--- src/rtl/matrix_pkg.sv ---
`default_nettype none
// ============================================================================
// Package  : matrix_pkg
// Purpose  : Shared constants, slot code table and FSM encoding for the
//            matrix row-scan sequencer.
// Revision : 1.0 - initial release
// ============================================================================
package matrix_pkg;

    // Code that selects no line on the downstream decoder.
    localparam logic [2:0] BLANK_CODE = 3'b101;
    localparam int         NUM_SLOTS  = 7;

    typedef enum logic [1:0] {
        ST_IDLE  = 2'b00,
        ST_SHOW  = 2'b01,
        ST_BLANK = 2'b10
    } scan_state_t;

    // Select code driven while a given slot is shown. The blank code never
    // appears in this table.
    function automatic logic [2:0] slot_code(input logic [2:0] idx);
        logic [2:0] code;
        case (idx)
            3'd0:    code = 3'b000;
            3'd1:    code = 3'b001;
            3'd2:    code = 3'b011;
            3'd3:    code = 3'b010;
            3'd4:    code = 3'b100;
            3'd5:    code = 3'b110;
            3'd6:    code = 3'b111;
            default: code = BLANK_CODE;
        endcase
        return code;
    endfunction

    // Slot that follows idx; the last slot wraps back to slot 0.
    function automatic logic [2:0] next_slot(input logic [2:0] idx);
        return (idx == 3'(NUM_SLOTS - 1)) ? 3'd0 : idx + 3'd1;
    endfunction

endpackage
`default_nettype wire

--- src/rtl/scan_timer.sv ---
`default_nettype none
// ============================================================================
// Module   : scan_timer
// Purpose  : Clearable up counter with a terminal-count flag. One instance
//            times both the slot dwell and the blanking gap; the caller picks
//            the terminal value for the phase it is in.
// Revision : 1.0 - initial release
// ============================================================================
module scan_timer #(
    parameter int CNT_W = 16
) (
    input  logic             clk,
    input  logic             rst_n,
    input  logic             clr,
    input  logic             inc,
    input  logic [CNT_W-1:0] tc_val,
    output logic             tc
);

    logic [CNT_W-1:0] r_cnt;

    // Count register: clear wins over increment so a phase restarts at zero.
    always_ff @(posedge clk) begin
        if (!rst_n) begin
            r_cnt <= '0;
        end else if (clr) begin
            r_cnt <= '0;
        end else if (inc) begin
            r_cnt <= r_cnt + 1'b1;
        end
    end

    assign tc = (r_cnt == tc_val);

endmodule
`default_nettype wire

--- src/rtl/matrix_scan_ctrl.sv ---
`default_nettype none
// ============================================================================
// Module   : matrix_scan_ctrl
// Purpose  : Row-scan sequencer. Steps the 3-bit decoder select code through
//            seven slots with a programmable dwell, optionally separated by a
//            blanking gap, and emits slot/frame strobes for the column source.
// Revision : 1.0 - initial release
// ============================================================================
module matrix_scan_ctrl
    import matrix_pkg::*;
#(
    parameter int DIV       = 250,
    parameter int BLANK_CYC = 8,
    parameter int CNT_W     = 16
) (
    input  logic       clk,
    input  logic       rst_n,
    input  logic       en,
    output logic       Ch2,
    output logic       Ch1,
    output logic       Ch0,
    output logic [2:0] slot,
    output logic       slot_strobe,
    output logic       frame_start
);

    localparam bit               C_HAS_BLANK = (BLANK_CYC > 0);
    localparam logic [CNT_W-1:0] C_SHOW_TC   = CNT_W'(DIV - 1);
    localparam logic [CNT_W-1:0] C_BLANK_TC  = C_HAS_BLANK ? CNT_W'(BLANK_CYC - 1) : '0;

    scan_state_t r_state;
    scan_state_t w_state_nxt;
    logic [2:0]  r_code;
    logic [2:0]  w_code_nxt;
    logic [2:0]  r_slot;
    logic [2:0]  w_slot_nxt;
    logic        r_slot_strobe;
    logic        w_slot_strobe_nxt;
    logic        r_frame_start;
    logic        w_frame_start_nxt;
    logic        w_tmr_clr;
    logic        w_tmr_inc;
    logic        w_tmr_tc;
    logic [2:0]  w_nslot;
    logic [CNT_W-1:0] w_tc_val;

    assign w_nslot  = next_slot(r_slot);
    assign w_tc_val = (r_state == ST_BLANK) ? C_BLANK_TC : C_SHOW_TC;

    scan_timer #(
        .CNT_W (CNT_W)
    ) u_timer (
        .clk    (clk),
        .rst_n  (rst_n),
        .clr    (w_tmr_clr),
        .inc    (w_tmr_inc),
        .tc_val (w_tc_val),
        .tc     (w_tmr_tc)
    );

    // State and registered outputs; reset forces the blank/idle picture.
    always_ff @(posedge clk) begin
        if (!rst_n) begin
            r_state       <= ST_IDLE;
            r_code        <= BLANK_CODE;
            r_slot        <= 3'd0;
            r_slot_strobe <= 1'b0;
            r_frame_start <= 1'b0;
        end else begin
            r_state       <= w_state_nxt;
            r_code        <= w_code_nxt;
            r_slot        <= w_slot_nxt;
            r_slot_strobe <= w_slot_strobe_nxt;
            r_frame_start <= w_frame_start_nxt;
        end
    end

    // Next-state and next-output decode; strobes default low so they pulse.
    always_comb begin
        w_state_nxt       = r_state;
        w_code_nxt        = r_code;
        w_slot_nxt        = r_slot;
        w_slot_strobe_nxt = 1'b0;
        w_frame_start_nxt = 1'b0;
        w_tmr_clr         = 1'b0;
        w_tmr_inc         = 1'b0;

        if (!en) begin
            // Abandon whatever slot is in progress; no resume later.
            w_state_nxt = ST_IDLE;
            w_code_nxt  = BLANK_CODE;
            w_slot_nxt  = 3'd0;
            w_tmr_clr   = 1'b1;
        end else begin
            case (r_state)
                ST_IDLE: begin
                    w_state_nxt       = ST_SHOW;
                    w_slot_nxt        = 3'd0;
                    w_code_nxt        = slot_code(3'd0);
                    w_slot_strobe_nxt = 1'b1;
                    w_frame_start_nxt = 1'b1;
                    w_tmr_clr         = 1'b1;
                end
                ST_SHOW: begin
                    if (w_tmr_tc) begin
                        w_tmr_clr = 1'b1;
                        if (C_HAS_BLANK) begin
                            w_state_nxt = ST_BLANK;
                            w_code_nxt  = BLANK_CODE;
                        end else begin
                            w_state_nxt       = ST_SHOW;
                            w_slot_nxt        = w_nslot;
                            w_code_nxt        = slot_code(w_nslot);
                            w_slot_strobe_nxt = 1'b1;
                            w_frame_start_nxt = (w_nslot == 3'd0);
                        end
                    end else begin
                        w_tmr_inc = 1'b1;
                    end
                end
                ST_BLANK: begin
                    if (w_tmr_tc) begin
                        w_tmr_clr         = 1'b1;
                        w_state_nxt       = ST_SHOW;
                        w_slot_nxt        = w_nslot;
                        w_code_nxt        = slot_code(w_nslot);
                        w_slot_strobe_nxt = 1'b1;
                        w_frame_start_nxt = (w_nslot == 3'd0);
                    end else begin
                        w_tmr_inc = 1'b1;
                    end
                end
                default: begin
                    // Unused encoding: fall back to a clean idle.
                    w_state_nxt = ST_IDLE;
                    w_code_nxt  = BLANK_CODE;
                    w_slot_nxt  = 3'd0;
                    w_tmr_clr   = 1'b1;
                end
            endcase
        end
    end

    assign Ch2         = r_code[2];
    assign Ch1         = r_code[1];
    assign Ch0         = r_code[0];
    assign slot        = r_slot;
    assign slot_strobe = r_slot_strobe;
    assign frame_start = r_frame_start;

endmodule
`default_nettype wire

--- config.mk ---
export PLATFORM = sky130hd
export DESIGN_NAME = matrix_scan_ctrl
export DESIGN_NICKNAME = d
export VERILOG_FILES = /design/src/rtl/matrix_pkg.sv /design/src/rtl/scan_timer.sv /design/src/rtl/matrix_scan_ctrl.sv
export SDC_FILE = /design/constraint.sdc
export NUM_CORES = 1
export LEC_CHECK = 0
export BUFFER_PORTS_ARGS = -buffer_cell sky130_fd_sc_hd__buf_2
export CORE_ASPECT_RATIO = 1.1
export CORE_MARGIN = 3
export CORE_UTILIZATION = 25
export CTS_CLUSTER_SIZE = 16
export DETAILED_ROUTE_END_ITERATION = 10
export PLACE_DENSITY = 0.39
export SLEW_MARGIN = 15
export SYNTH_ARGS = -nofsm -noshare
export SYNTH_HDL_FRONTEND = slang
export SYNTH_SLANG_ARGS = --single-unit
--- constraint.sdc ---
create_clock -name clk -period 3.5 [get_ports clk]
set_input_delay 0.875 -clock clk [delete_from_list [all_inputs] [get_ports clk]]
set_output_delay 0.875 -clock clk [all_outputs]
set_load 0.02 [all_outputs]
# After elaboration in Yosys (flattened, before gate mapping)
# Index checks and enable logic that the tools add are counted.
[totals] regBits=26 latchBits=0 ram_bits=0 romBits=0 input_bits=3 out_inout_bits=8 wordCells=49 memories=0
[op_classes] n_addsub=2 mul=0 n_div=0 order_cmp=0 n_eq_ne=12 n_shift=0 n_mux=20 n_bitwise=2 n_reduce_logical=7
[op_table] cell="$pmux 3 s7" count=1
[op_table] cell="$add 16x1->16 const B" count=1
[op_table] cell="$eq 16x8->1" count=1
[op_table] cell="$eq 3x3->1 const B" count=4
[op_table] cell="$mux 3" count=4
[op_table] cell="$pmux 3 s3" count=1
[op_table] cell="$mux 8" count=1
[op_table] cell="$mux 1" count=7
[op_table] cell="$eq 3x2->1 const B" count=2
[op_table] cell="$pmux 2 s3" count=1
[op_table] cell="$pmux 3 s2" count=1
[op_table] cell="$reduce_and 2->1" count=3
[op_table] cell="$mux 2" count=2
[op_table] cell="$ne 2x1->1 const B" count=2
[op_table] cell="$pmux 1 s2" count=2
[op_table] cell="$reduce_or 2->1" count=2
[op_table] cell="$add 3x1->3 const B" count=1
[op_table] cell="$eq 3x1->1 const B" count=1
[op_table] cell="$logic_not 3->1" count=1
[op_table] cell="$eq 2x1->1 const B" count=1
[op_table] cell="$eq 2x2->1 const B" count=1
[op_table] cell="$logic_not 2->1" count=1
[op_table] cell="$not 1->1" count=2

# Logic depth before layout (Yosys ltp)
# Gate-level depths: netlist of run 1.
[logic_depth] word_depth=7 ltp_mapped=9 mapped_depth_nobuf=7

# Modules after synthesis
# From an unflattened synthesis of run 1, not the netlist that was laid out.
[unflattened] cells_unflattened=166 hier_area_um2=1501.4
[by_module_without_submodules] mod="scan_timer" instances=1 cells_each=99 area_each_um2=902.1 seq_area_each_um2=320.3
[by_module_without_submodules] mod="matrix_scan_ctrl" instances=1 cells_each=67 area_each_um2=599.3 seq_area_each_um2=200.2

# Worst setup path before layout of run 1
# No wires, ideal clock.
[synth_path] kind="flip-flop to flip-flop" start="register r_state[0]" end="register r_slot[0], in the netlist slot[0]" setup_time_ps=121 t_arrival_ps=1760 t_required_ps=3379 path_slack_ps=1619 stages_incl_launch_ff=9 n_path_buf=1 synth_period_minus_slack_ps=1881 path_cell_list="dfxtp_1 -> inv_1 -> ha_1 -> clkbuf_1 -> inv_1 -> nor4_4 -> o21ai_2 -> o21a_1 -> mux2_4"
[synth_between] elab_chain_len=5 elab_cells_between_ends=8 classes_between="eq/ne: 4; mux: 2; bitwise: 1; reduce/logical: 1"
[synth_lines] item="from (decl)" line="matrix_scan_ctrl.sv:31" rtl="scan_state_t r_state;"
[synth_lines] item="from (signal assigned)" line="matrix_scan_ctrl.sv:70" rtl="r_state <= w_state_nxt;"
[synth_lines] item="$eq 2x2->1" line="matrix_scan_ctrl.sv:48, matrix_scan_ctrl.sv:95"
[synth_lines] item="$mux 8" line="matrix_scan_ctrl.sv:48" rtl="assign w_tc_val = (r_state == ST_BLANK) ? C_BLANK_TC : C_SHOW_TC;"
[synth_lines] item="$eq 16x8->1" line="scan_timer.sv:33" rtl="assign tc = (r_cnt == tc_val);"
[synth_lines] item="$ne 2x1->1 (no line)"
[synth_lines] item="$reduce_and 2->1 (no line)"
[synth_lines] item="to (signal assigned)" line="matrix_scan_ctrl.sv:72" rtl="r_slot <= w_slot_nxt;"
[synth_lines] item="to (decl)" line="matrix_scan_ctrl.sv:35" rtl="logic [2:0] r_slot;"
# Several ways; a longest one is shown, not always the timed one.
# A chain may end at the register's enable or synchronous reset.

# Final worst setup path of run 1
[layout_path] start="register r_state[0]" end="register u_timer.r_cnt[1]"
[layout_between] elab_chain_len=7 elab_cells_between_ends=12 classes_between="eq/ne: 3; mux: 7; reduce/logical: 2"
[layout_lines] item="$eq 2x2->1" line="matrix_scan_ctrl.sv:48, matrix_scan_ctrl.sv:95"
[layout_lines] item="$mux 8" line="matrix_scan_ctrl.sv:48"
[layout_lines] item="$eq 16x8->1" line="scan_timer.sv:33"
[layout_lines] item="$mux 1" line="matrix_scan_ctrl.sv:105, matrix_scan_ctrl.sv:122"
[layout_lines] item="$mux 1"
[layout_lines] item="$mux 1" line="matrix_scan_ctrl.sv:88" rtl="if (!en) begin"
[layout_lines] item="$reduce_or 2->1 (no line)"
[layout_lines] item="to (signal assigned)" line="scan_timer.sv:29" rtl="r_cnt <= r_cnt + 1'b1;"
[layout_lines] item="to (decl)" line="scan_timer.sv:20" rtl="logic [CNT_W-1:0] r_cnt;"
# Several ways; a longest one is shown, not always the timed one.

==> results of run 1 <==
==> report_power, final <==
part           internal [W]  switching [W]  leakage (nW)
registers          0.000299     0.00000212         0.211
logic            0.00000982      0.0000164         0.243
clock network     0.0000769      0.0000886        0.0216
total              0.000386       0.000107         0.475
==> routing by layer <==
layer / vias to the layer above / wire length [µm]
li1: 529 / -
met1: 483 / 1300
met2: 9 / 1180
met3: 2 / 94
met4: 0 / 22
met5: - / 0
==> flip-flops by register name (all words and copies together) (netlist names) <==
name / flops
r_state: 2
slot: 3
slot_strobe: 1
frame_start: 1
r_code: 3
u_timer.r_cnt: 16
==> layout make-up <==
class	count	share of cell area (%)
Clock buffer	3	2.84
Inverter	10	2.58
Sequential cell	26	35.7
Timing Repair Buffer	10	3.44
Tap cell	56	4.81
Multi-Input combinational cell	109	50.6
==> Yosys cell counts, drive strengths merged, types with 2 or more instances <==
cell / number
nand3: 9
dfxtp: 26
xor2: 4
and4: 2
nor4: 4
clkbuf: 2
or4: 2
o21a: 2
nor3: 6
a31oi: 2
ha: 7
nand2: 9
o211ai: 3
inv: 10
a21o: 2
nor2: 25
xnor2: 11
o21ai: 2
nand4: 3
a21oi: 5
==> critical path, stage by stage (launching register included) <==
cell and delay [ns]:
dfxtp_1 0.34, inv_1 0.08, ha_1 0.30, inv_1 0.16, and4_1 0.24, o21ai_2 0.33, nand3_2 0.38, nor2_1 0.18
==> kinds of logic (layout without fill, tap and decap cells) <==
| group | after synthesis | after routing | share of synthesized area, % |
|---|---|---|---|
| XOR/XNOR | 15 | 15 | 10.0 |
| AND/OR/NAND/NOR | 66 | 66 | 27.8 |
| flip-flops | 26 | 26 | 39.8 |
| buffers and inverters | 13 | 23 | 3.83 |
| adder cells (fa/ha/maj) | 7 | 7 | 6.70 |
| AO/OA/AOI/OAI | 20 | 20 | 10.6 |
| multiplexers | 1 | 1 | 1.15 |
==> cell usage in the layout, fill, tap and decap left out, drive strengths merged, types with 2 or more instances in the layout <==
| cell type | synthesis | layout |
|---|---|---|
| dfxtp | 26 | 26 |
| nor2 | 25 | 25 |
| xnor2 | 11 | 11 |
| inv | 10 | 10 |
| buf | 1 | 10 |
| nand2 | 9 | 9 |
| nand3 | 9 | 9 |
| ha | 7 | 7 |
| nor3 | 6 | 6 |
| a21oi | 5 | 5 |
| xor2 | 4 | 4 |
| nor4 | 4 | 4 |
| nand4 | 3 | 3 |
| o211ai | 3 | 3 |
| clkbuf | 2 | 3 |
| or4 | 2 | 2 |
| o21a | 2 | 2 |
| a31oi | 2 | 2 |
| a21o | 2 | 2 |
| and4 | 2 | 2 |
| o21ai | 2 | 2 |
==> metrics by stage <==
stage          power, W  util [%]  setup WS (ns)  hold WS [ns]
6_report       0.000493      30.0           1.42         0.497
3_3_place_gp   0.000335      29.2           1.46         0.485
4_1_cts        0.000500      30.0           1.38         0.499
2_1_floorplan  0.000327         -           1.62         0.437
5_1_grt        0.000518      30.0           1.18         0.520
3_5_place_dp   0.000335      29.2           1.39         0.479
==> worst min path at each step <==
stage,startpoint,end,slack [ns],cells past startpoint
floorplan,u_timer.r_cnt[0],u_timer.r_cnt[0],0.44,1
global placement,u_timer.r_cnt[0],u_timer.r_cnt[0],0.49,1
detailed placement,u_timer.r_cnt[0],u_timer.r_cnt[0],0.48,1
CTS,r_code[1],r_code[1],0.50,2
global route,r_code[1],r_code[1],0.52,2
finish,u_timer.r_cnt[0],u_timer.r_cnt[0],0.50,1
==> run summary, run 1 <==
Outcome -> completed
Post-synth top flop -> dfxtp_1
Number of flops mapped to enable cells by yosys -> 0
Hold crit path type -> reg -> reg
Avg Cell Area, Syn -> 8.83 µm²
Synth Register Bits -> 26
Finished layout cell area -> 1460 µm²
NumNets Final -> 170
Grt met3 use -> 1.96%
Number of antenna diodes -> 0
Port Buf Inserts -> 10
Post-synth top area cell -> dfxtp_1
Clock Latency Late Sink -> 0.26 ns
Cell variety after synth -> 36
Met2 Use GR -> 14.6%
Reg2reg end -> u_timer.r_cnt[1]
WS Path Type -> reg -> reg
Total routed wirelength -> 2590 µm
Leak pwr -> 0.475 nW
Layout area overhead -> 11.4%
Startpoint types -> register
Synth area leaders -> dfxtp_1 40%, xnor2_1 7.4%, nor2_1 7.2%
Clk buf depth -> 2
Peak VDD IR -> 160 µV
R2R depth -> 7
Die W -> 75.0 µm
Die Height -> 81.9 µm
Drt drc -> 0
DP Cell Count -> 211
Hold Vio Cnt, Final -> 0
CORE AREA -> 4850 µm²
First-pass GRT wire length -> 4450 µm
Setup Skew -> 0.00316 ns
WL/cell -> 12.1 µm
Vias in the first global route -> 955
Crit share post-route -> 59.4%
Total Routing Usage GR -> 9.10%
Crit path required time -> 3.69 ns
Top-level I/O count -> 11
Setup crit start -> r_state[0]
Gr ovfl total -> 0
Syn_nets -> 158
Most Crowded Layer GR -> met2
Post-CTS resize count -> 0
Hold buffer count at cts -> 0
Unrepaired setup endpoints after global routing -> false
Register-to-Register Setup Slack -> 1.42 ns
Worst Setup EP -> u_timer.r_cnt[1]
Fin crit period -> 2.08 ns
Post-synth top area share -> 39.8%
Slew at the pin closest to its max-slew limit -> 0.372 ns
Max-slew headroom -> 75.1%
Total Die Area -> 6140 µm²
Area occupied by multi-input gates -> 737 µm²
Global routing met1 resource utilization -> 12.3%
Final non-filler cell total -> 214
Critical Path Sink Type -> register
Starting density of the core -> 27.0%
Async SR Flop Fraction -> 0%
# rows -> 26
FF/Latch Area -> 520 µm²
Drt first-iter violations -> 46
Via count -> 1,023
First-pass iteration count of the detailed router -> 4
H-Tree Depth -> 1
CP max FO -> 16
Clk sinks -> 26
PD cells -> 339 nW/µm²
Initial antenna violation count -> 0
Fraction of layout cells with a size suffix above 1 -> 15.2%
Final setup viols -> 0
Slew Viols, Final -> 0
Cts bufs inserted -> 3
Clk pin slew, worst setup/hold paths -> 0.09 ns
Mapped Cells -> 148
Max-cap violations -> 0
Fillcell total -> 512
Area of the mapped netlist -> 1310 µm²
GPL Wtd Cong -> 0.708
Fin Setup TNS -> 0 ns
Critical Path AT -> 2.27 ns
Vias per cell -> 4.78
Sequential fraction of the synthesis area -> 39.8%
Highest Clock Rate -> 481 MHz
Synth warnings -> 0
Dpl cell area -> 1420 µm²
Worst r2r src -> r_state[0]
Antenna Violating Nets Remaining -> 0
Post CTS Setup Buffer Count -> 0
Clock tree from TritonCTS -> done
Hpwl dp -> 1950 µm
Root buf cell -> clkbuf_8
Largest net degree at the start of global routing -> 17
No activity file was read; power rests on OpenSTA's default activity.
==> run 2: changes to the inputs <==
--- a/config.mk
+++ b/config.mk
@@ -11,7 +11,7 @@
 export CORE_UTILIZATION = 25
 export CTS_CLUSTER_SIZE = 16
 export DETAILED_ROUTE_END_ITERATION = 10
-export PLACE_DENSITY = 0.39
+export PLACE_DENSITY = 0.4
 export SLEW_MARGIN = 15
 export SYNTH_ARGS = -nofsm -noshare
 export SYNTH_HDL_FRONTEND = slang
==> constraint.sdc (replaced) <==
create_clock -name clk -period 1.9 [get_ports clk]
set_input_delay 0.475 -clock clk [delete_from_list [all_inputs] [get_ports clk]]
set_output_delay 0.475 -clock clk [all_outputs]
set_load 0.02 [all_outputs]
==> run summary, run 2 (synthesis results as in run 1) <==
Outcome -> completed
First-pass GRT wire length -> 4610 µm
First-pass iteration count of the detailed router -> 4
Gr ovfl total -> 0
PD cells -> 681 nW/µm²
Final worst slack -> 0.149 ns
Crit path required time -> 2.07 ns
Critical-path cell list -> or4_4 > nor4_4 > o21ai_2 > o21a_1 > mux2_4
WL/cell -> 11.9 µm
Critical path's top delay family -> simple AND/OR/NAND/NOR gates
Vias in the first global route -> 991
Largest net degree at the start of global routing -> 17
Critical Path AT -> 1.92 ns
Via count -> 1,064
Register-to-Register Setup Slack -> 0.15 ns
Fin crit period -> 1.75 ns
CORE AREA -> 4850 µm²
H-Tree Depth -> 1
Number of antenna diodes -> 0
CP max FO -> 4
Hpwl dp -> 2110 µm
Hold buffer count at cts -> 0
Setup crit start -> u_timer.r_cnt[11]
WS Path Type -> reg -> reg
Post CTS Setup Buffer Count -> 0
Hold Vio Cnt, Final -> 0
Total Routing Usage GR -> 9.65%
Clk sinks -> 26
GPL Wtd Cong -> 0.714
Worst r2r src -> u_timer.r_cnt[11]
Max-slew headroom -> 76.3%
Starting density of the core -> 27.0%
Cts bufs inserted -> 3
Drt first-iter violations -> 28
Reg2reg end -> slot[0]
NumNets Final -> 181
Die W -> 75.0 µm
Root buf cell -> clkbuf_8
Highest Clock Rate -> 571 MHz
Reg with most FFs -> u_timer.r_cnt
Fraction of layout cells with a size suffix above 1 -> 21.8%
R2R depth -> 5
Max-cap violations -> 0
Fillcell total -> 493
Startpoint types -> register
Clock Latency Late Sink -> 0.27 ns
Worst Setup EP -> slot[0]
Commonest non-fill, non-tap cell in the layout -> dfxtp_1
Antenna Violating Nets Remaining -> 0
Most frequent cells in the layout -> 26 x dfxtp_1, 25 x nor2_1, 11 x xnor2_1, 11 x buf_4, 10 x buf_2
Peak VDD IR -> 238 µV
Total Die Area -> 6140 µm²
Dpl ws -> 0.0745 ns
Crit share post-route -> 92.2%
Final setup viols -> 0
Crit path depth -> 5
Worst path slowest cell -> or4_4
Setup Skew -> 0.00502 ns
# rows -> 26
Hold Crit Start -> r_code[1]
Vias per cell -> 4.71
Top-level I/O count -> 11
Leak pwr -> 0.548 nW
Clock tree from TritonCTS -> done
Clk buf depth -> 2
Slew at the pin closest to its max-slew limit -> 0.353 ns
Die Height -> 81.9 µm
Post-CTS resize count -> 0
Total routed wirelength -> 2680 µm
Initial antenna violation count -> 0
Drt drc -> 0
Fin Setup TNS -> 0 ns
Tot Pwr -> 0.00107 W
CP bufs+invs -> 0
Largest register FFs -> 16
Critical Path Max Stage Delay -> 0.55 ns
Clk pin slew, worst setup/hold paths -> 0.09 ns
Unrepaired setup endpoints after global routing -> false
Layout area overhead -> 20.2%
Hold crit path type -> reg -> reg
Slew Viols, Final -> 0
Port Buf Inserts -> 10
Critical Path Sink Type -> register
[run 2: how the worst min path moves through the flow]
| stage | slack [ns] | depth (start not counted) | endpoint |
|---|---|---|---|
| after floorplan | 0.44 | 1 | u_timer.r_cnt[0] |
| after global placement | 0.48 | 2 | r_code[1] |
| after detailed placement | 0.49 | 2 | r_code[1] |
| after CTS | 0.50 | 2 | r_code[1] |
| after global routing | 0.52 | 2 | r_code[1] |
| final | 0.50 | 2 | r_code[1] |
[run 2: final cells by class]
cell class / instances / area, µm² / area share, %
Sequential cell: 26 / 520 / 33.1
Clock inverter: 1 / 30.0 / 1.91
Clock buffer: 3 / 41.3 / 2.63
Multi-Input combinational cell: 109 / 739 / 47.1
Timing Repair Buffer: 21 / 133 / 8.44
Inverter: 10 / 37.5 / 2.39
Tap cell: 56 / 70.1 / 4.46
[run 2: report_power, final]
group	switching [W]	total, W	internal (W)
Combinational	0.0000312	0.0000539	0.0000227
Sequential	0.00000317	0.000555	0.000552
Clock	0.000179	0.000461	0.000282
Total	0.000213	0.00107	0.000857
[run 2: layer usage]
metal	vias to the layer above	track usage [%]	share of wire, %
met5	-	0	0
met4	0	3.74	1.5
met3	4	1.71	2.6
met2	11	15.8	48
met1	494	12.5	48
li1	555	-	-
[run 2: metrics by stage]
| stage | instances | hold WS [ns] | cell area (µm²) | util [%] |
|---|---|---|---|---|
| floorplan | 148 | 0.437 | 1310 | - |
| global placement | 222 | 0.485 | 1500 | 30.9 |
| detailed placement | 222 | 0.486 | 1500 | 30.9 |
| CTS | 226 | 0.500 | 1570 | 32.4 |
| global route | 226 | 0.521 | 1570 | 32.4 |
| finish | 226 | 0.495 | 1570 | 32.4 |
[run 2: worst reg2reg max path, stage by stage (launching register included)]
cell	delay [ns]
dfxtp_1	0.32
or4_4	0.55
nor4_4	0.18
o21ai_2	0.11
o21a_1	0.22
mux2_4	0.26
